File: src/rtl/imem_loader_if.sv
`default_nettype none
// ============================================================================
// Module   : imem_loader_if
// Brief    : Host byte stream and BRAM port A bundle for the instruction loader.
// Revision : 1.0 - initial release
// ============================================================================
interface imem_loader_if #(
    parameter int ADDR_W = 13
) ();
    logic              s_valid;
    logic [7:0]        s_data;
    logic              s_ready;
    logic              bram_en;
    logic              bram_we;
    logic [ADDR_W-1:0] bram_addr;
    logic [31:0]       bram_din;

    // Host / bench side
    modport master (
        output s_valid, s_data,
        input  s_ready, bram_en, bram_we, bram_addr, bram_din
    );

    // Loader side
    modport slave (
        input  s_valid, s_data,
        output s_ready, bram_en, bram_we, bram_addr, bram_din
    );
endinterface
`default_nettype wire

File: src/rtl/imem_loader.sv
`default_nettype none
// ============================================================================
// Module   : imem_loader
// Brief    : Packs a length-prefixed host byte stream into 32-bit words and
//            writes them into the instruction BRAM; IMEM_LOADER_CHECKSUM_EN
//            adds a trailing XOR checksum byte.
// Revision : 1.0 - initial release
// ============================================================================
module imem_loader #(
    parameter int                ADDR_W    = 13,
    parameter logic [ADDR_W-1:0] BASE_ADDR = '0
) (
    input  wire logic     clk,
    input  wire logic     rst_n,
    input  wire logic     start,
    imem_loader_if.slave  bus,
    output logic          core_en,
    output logic          busy,
    output logic          err
);

    localparam logic [32:0] MAX_WORDS = 33'(1) << ADDR_W;

`ifdef IMEM_LOADER_CHECKSUM_EN
    typedef enum logic [2:0] {
        IDLE = 3'd0, HDR = 3'd1, DATA = 3'd2, WR = 3'd3,
        DONE = 3'd4, ERR = 3'd5, CSUM = 3'd6
    } state_t;
    localparam state_t END_STATE = CSUM;
`else
    typedef enum logic [2:0] {
        IDLE = 3'd0, HDR = 3'd1, DATA = 3'd2, WR = 3'd3,
        DONE = 3'd4, ERR = 3'd5
    } state_t;
    localparam state_t END_STATE = DONE;
`endif

    state_t            r_state;
    state_t            w_state_nx;
    logic [1:0]        r_idx;
    logic [31:0]       r_word;
    logic [31:0]       r_n;
    logic [31:0]       r_cnt;
    logic [ADDR_W-1:0] r_addr;
    logic              w_ready;
    logic              w_accept;
    logic [31:0]       w_full;
    logic [31:0]       w_cnt_inc;
`ifdef IMEM_LOADER_CHECKSUM_EN
    logic [7:0]        r_csum;
`endif

`ifdef IMEM_LOADER_CHECKSUM_EN
    assign w_ready = (r_state == HDR) || (r_state == DATA) || (r_state == CSUM);
`else
    assign w_ready = (r_state == HDR) || (r_state == DATA);
`endif
    // start wins over a simultaneous handshake; that byte is dropped
    assign w_accept  = bus.s_valid & w_ready & ~start;
    assign w_full    = {bus.s_data, r_word[23:0]};
    assign w_cnt_inc = r_cnt + 32'd1;

    assign bus.s_ready   = w_ready;
    assign bus.bram_addr = r_addr;
    assign bus.bram_din  = r_word;

    always_ff @(posedge clk) begin
        if (!rst_n) begin
            r_state <= IDLE;
        end else begin
            r_state <= w_state_nx;
        end
    end

    always_comb begin
        w_state_nx  = r_state;
        bus.bram_en = 1'b0;
        bus.bram_we = 1'b0;
        core_en     = 1'b0;
        busy        = 1'b0;
        err         = 1'b0;
        case (r_state)
            IDLE: ;
            HDR: begin
                busy = 1'b1;
                if (w_accept && (r_idx == 2'd3)) begin
                    if (w_full == 32'd0) begin
                        w_state_nx = END_STATE;
                    end else if ({1'b0, w_full} > MAX_WORDS) begin
                        w_state_nx = ERR;
                    end else begin
                        w_state_nx = DATA;
                    end
                end
            end
            DATA: begin
                busy = 1'b1;
                if (w_accept && (r_idx == 2'd3)) begin
                    w_state_nx = WR;
                end
            end
            WR: begin
                busy        = 1'b1;
                bus.bram_en = 1'b1;
                bus.bram_we = 1'b1;
                w_state_nx  = (w_cnt_inc == r_n) ? END_STATE : DATA;
            end
`ifdef IMEM_LOADER_CHECKSUM_EN
            CSUM: begin
                busy = 1'b1;
                if (w_accept) begin
                    w_state_nx = (bus.s_data == r_csum) ? DONE : ERR;
                end
            end
`endif
            DONE: core_en = 1'b1;
            ERR:  err     = 1'b1;
            default: w_state_nx = IDLE;
        endcase
        if (start) begin
            w_state_nx = HDR;
        end
    end

    always_ff @(posedge clk) begin
        if (!rst_n) begin
            r_idx  <= 2'd0;
            r_word <= 32'd0;
            r_n    <= 32'd0;
            r_cnt  <= 32'd0;
            r_addr <= '0;
`ifdef IMEM_LOADER_CHECKSUM_EN
            r_csum <= 8'd0;
`endif
        end else if (start) begin
            r_idx  <= 2'd0;
            r_word <= 32'd0;
            r_n    <= 32'd0;
            r_cnt  <= 32'd0;
            r_addr <= BASE_ADDR;
`ifdef IMEM_LOADER_CHECKSUM_EN
            r_csum <= 8'd0;
`endif
        end else begin
            case (r_state)
                HDR: begin
                    if (w_accept) begin
                        r_word[{r_idx, 3'b000} +: 8] <= bus.s_data;
                        r_idx <= r_idx + 2'd1;
                        if (r_idx == 2'd3) begin
                            r_n    <= w_full;
                            r_addr <= BASE_ADDR;
                        end
                    end
                end
                DATA: begin
                    if (w_accept) begin
                        r_word[{r_idx, 3'b000} +: 8] <= bus.s_data;
                        r_idx <= r_idx + 2'd1;
`ifdef IMEM_LOADER_CHECKSUM_EN
                        r_csum <= r_csum ^ bus.s_data;
`endif
                    end
                end
                WR: begin
                    r_addr <= r_addr + 1'b1;
                    r_cnt  <= w_cnt_inc;
                end
                default: ;
            endcase
        end
    end

endmodule
`default_nettype wire

File: src/flat_wrapper.sv
// flat-port wrapper written by rule: the top's interface ports become plain ports
module imem_loader_flat 
#(
    parameter int                ADDR_W    = 13,
    parameter logic [ADDR_W-1:0] BASE_ADDR = '0
)
  (clk, rst_n, start, core_en, busy, err, bus_s_valid, bus_s_data, bus_s_ready, bus_bram_en, bus_bram_we, bus_bram_addr, bus_bram_din);
  imem_loader_if #(.ADDR_W(ADDR_W)) bus_i ();
  input  wire logic clk;
  input  wire logic rst_n;
  input  wire logic start;
  output logic core_en;
  output logic busy;
  output logic err;
  input wire logic [$bits(bus_i.s_valid)-1:0] bus_s_valid;
  input wire logic [$bits(bus_i.s_data)-1:0] bus_s_data;
  output wire logic [$bits(bus_i.s_ready)-1:0] bus_s_ready;
  output wire logic [$bits(bus_i.bram_en)-1:0] bus_bram_en;
  output wire logic [$bits(bus_i.bram_we)-1:0] bus_bram_we;
  output wire logic [$bits(bus_i.bram_addr)-1:0] bus_bram_addr;
  output wire logic [$bits(bus_i.bram_din)-1:0] bus_bram_din;
  assign bus_i.s_valid = bus_s_valid;
  assign bus_i.s_data = bus_s_data;
  assign bus_s_ready = bus_i.s_ready;
  assign bus_bram_en = bus_i.bram_en;
  assign bus_bram_we = bus_i.bram_we;
  assign bus_bram_addr = bus_i.bram_addr;
  assign bus_bram_din = bus_i.bram_din;
  imem_loader #(.ADDR_W(ADDR_W), .BASE_ADDR(BASE_ADDR)) u_core (.clk(clk), .rst_n(rst_n), .start(start), .bus(bus_i), .core_en(core_en), .busy(busy), .err(err));
endmodule
File: config.mk
export PLATFORM = sky130hd
export DESIGN_NAME = imem_loader_flat
export DESIGN_NICKNAME = d
export VERILOG_FILES = /design/src/rtl/imem_loader_if.sv /design/src/rtl/imem_loader.sv /design/src/flat_wrapper.sv
export SDC_FILE = /design/constraint.sdc
export NUM_CORES = 1
export LEC_CHECK = 0
export CORE_UTILIZATION = 41
export DETAILED_ROUTE_END_ITERATION = 6
export HOLD_SLACK_MARGIN = 0.1
export PLACE_DENSITY = 0.66
export SLEW_MARGIN = 20
export SYNTH_ARGS = -nofsm -noshare
export SYNTH_HDL_FRONTEND = slang
export SYNTH_SLANG_ARGS = --single-unit
File: constraint.sdc
create_clock -name clk -period 2.6 [get_ports clk]
set_input_delay 0.78 -clock clk [delete_from_list [all_inputs] [get_ports clk]]
set_output_delay 0.78 -clock clk [all_outputs]
set_load 0.01 [all_outputs]
==> reports/qor.txt <==
Critical Path RT -> 2960 ps
Die Y-Extent -> 122 microns
fillers -> 1278
Pwr Total -> 4.26 mW
Final Util -> 0.565
Die ar. -> 0.0148 sq mm
relative slew slack -> 0.664
Crit Path Class -> reg2reg
Num CTS Buffers -> 17
worst slew pin tran -> 502 ps
biggest area consumer among synthesized cells -> dfxtp_1
reg2reg setup slack -> 50 ps
Multi-input gate area -> 0.00353 sq mm
Top Ports -> 63
antenna violations before repair -> 0
synth cell count leaders -> 114 x dfxtp_1, 84 x nor2_1, 68 x nand2_1
number of routed nets with antenna violations -> 0
# DRC -> 0
Yosys cell types -> 54
highest ir drop seen on vdd -> 0.390 mV
placer congestion estimate -> 0.875
final wirelength -> 16700 microns
Critical Path AT -> 2910 ps
number of synthesized flops with an enable pin -> 0
FFs w/ async S/R, synth -> 0
chip width -> 122 microns
CP top delay family -> simple AND/OR/NAND/NOR gates
Detailed Routing Iterations Pass 1 -> 5
Synth Instances -> 710
Clk Latency, worst-skew pair -> 420 ps
Critical Path Source Type -> flip-flop
net count after synthesis -> 730
n_diodes -> 0
status -> finished, final reports clean
Bufs on Longest Clock Path -> 2
floorplan core area -> 0.0139 sq mm
clk_skew -> 8.62 ps
Int Pwr -> 3.31 mW
Max FO, Critical Path -> 6
Initial Utilization -> 0.421
vias in the first global route -> 5453
Pins Over Slew Limit -> 0
Logic pwr share -> 0.029
drt wl/cell -> 16.4 microns
top-count cell post-synth -> dfxtp_1
NetSw -> 0.949 mW
clock-pin slew on the worst setup and hold paths -> 60 ps
crit path cell chain -> ha_4, nand4_1, buf_4, o211ai_1, a21boi_0, or4_4, or4_4, nor4_4, a21o_1
PwrDens -> 541 mW/mm^2
Setup Viol. Count Final -> 0
share of cells above drive strength 1 -> 0.179
IO buf count -> 62
Final period util -> 0.981
RSZ-0062 raised after global routing -> yes
Seq. cell area -> 0.00230 sq mm
global route total overflow -> 0
share of the synthesized area in the top cell type -> 0.389
maxcap violations -> 0
Min-Delay Path Class -> reg2reg
Hold Vio Cnt, Final -> 0
Mapped Area -> 0.00587 sq mm
Syn Area/Cell -> 8.26 sq um
area added between synthesis and finish -> 34.3%
vias per cell -> 5.58
sequential share of the synthesized area -> 0.389
H-tree depth -> 4
DP HPWL -> 12000 microns
TritonCTS clock tree -> built
number of cells after detailed placement -> 976
number of core rows -> 43
fmax -> 0.392 GHz
global-route wire length before repair -> 27300 microns
Post-synth top flop -> dfxtp_1
Buf+Inv Stages, Crit Path -> 1
Ys Warns -> 0
initial DRC count -> 351
GR Util All Layers -> 0.238
Pleak -> 3.04 nW
CTS Root Buffer Type -> clkbuf_16
Switching Share -> 0.223
final worst path period need -> 2550 ps
post-route insts no fill -> 1014
CP peak stage delay -> 550 ps
Post-layout nets -> 841
Clock Sink Count -> 114
Worst path most repeated cell -> or4_4
Vias -> 5657
pin count of the biggest net entering global routing -> 39
element type at the critical path end -> flip-flop
Crit-path slowest cell -> or4_4
Clock Power Share -> 0.559
Reg power frac -> 0.412
Area contributors post-synth -> dfxtp_1 39%, mux2i_1 6.1%, xnor2_1 5.8%, nor2_1 5.4%, nand3_1 4.9%
register bit count reported by yosys -> 114
## cell usage in the layout (no fill, tap or decap), drive strengths merged, types with 8 or more instances in the layout
master / count
a21oi: 56
and2: 9
and3: 9
buf: 72
clkbuf: 17
clkdlybuf4s50: 61
dfxtp: 114
ha: 8
inv: 14
mux2i: 36
nand2: 68
nand2b: 8
nand3: 57
nand4: 17
nor2: 84
nor3: 14
nor4: 20
o21ai: 16
or3: 12
xnor2: 39
xor2: 32
## what timing repair did
action                                  4_1_cts  5_1_grt
hold buffers                                  0        0
gates cloned                                  1        0
buffers inserted                              2        3
resized for setup                            12       30
pin swaps                                     4        4
endpoints found under the setup margin        5        8
## area by class of cell
cell class,instances,area share
clock buffer,17,0.0540
clock inverter,15,0.0227
sequential,114,0.292
timing repair buffer,135,0.149
tap,180,0.0286
multi-input combinational,543,0.449
inverter,10,0.00476
## logic make-up (layout without fill, tap and decap cells)
family / after synthesis / after routing / synth area share
buffers and inverters: 53 / 177 / 0.0382
and+or+nand+nor: 325 / 325 / 0.286
muxes: 36 / 36 / 0.0614
DFF: 114 / 114 / 0.389
xor gates and xnor gates: 71 / 71 / 0.106
adders and majority gates: 8 / 8 / 0.0171
AOI/OAI and AO/OA: 103 / 103 / 0.103
## power groups by stage
stage / sequential [mW] / combinational, mW / clock, mW
after floorplan: 1.79 / 0.0523 / 0
after global placement: 1.79 / 0.119 / 0
after detailed placement: 1.79 / 0.121 / 0
after CTS: 1.76 / 0.122 / 2.43
after global routing: 1.75 / 0.132 / 2.50
final: 1.75 / 0.123 / 2.38
## sequential cells by signal, indices dropped and copies added, names as in the netlist
name and cells:
u_core.bus.bram_addr 13, u_core.r_state 3, u_core.r_idx 2, u_core.r_n 32, u_core.bus.bram_din 32, u_core.r_cnt 32
## worst register-to-register path, cell delays in order (launching register included)
cell and delay [ps]:
dfxtp_2 340, ha_4 190, nand4_1 130, buf_4 140, o211ai_1 70, a21boi_0 140, or4_4 550, or4_4 540
nor4_4 290, a21o_1 100
## path summary, 6_finish.rpt
check,from,endpoint,cells past startpoint
worst max-delay path,u_core.r_cnt[0],u_core.r_state[2],9
worst min-delay path,u_core.bus.bram_din[31],u_core.bus.bram_din[31],2
worst max register to register,u_core.r_cnt[0],u_core.r_state[2],9
worst min register to register,u_core.bus.bram_din[31],u_core.bus.bram_din[31],2
## routing by layer
layer | vias to the layer above | GRT usage | routed length, microns | share of wire
li1 | 2731 | - | - | -
met5 | - | 0 | 0 | 0
met4 | 0 | 0.123 | 570 | 0.034
met1 | 2688 | 0.286 | 7130 | 0.43
met2 | 197 | 0.401 | 8050 | 0.48
met3 | 41 | 0.0501 | 917 | 0.055
## through the flow
step | setup slack (ps) | setup TNS (ps) | hold WS [ps] | cell area (sq um)
2_1_floorplan | 10.8 | 0 | 476 | 5880
3_3_place_gp | -145 | -392 | 444 | 7050
3_5_place_dp | -235 | -1370 | 445 | 7050
4_1_cts | 0.518 | 0 | 462 | 7720
5_1_grt | -26.1 | -41.9 | 481 | 7880
6_report | 48.3 | 0 | 456 | 7880
Note: power is estimated with default switching activity, not from simulation.
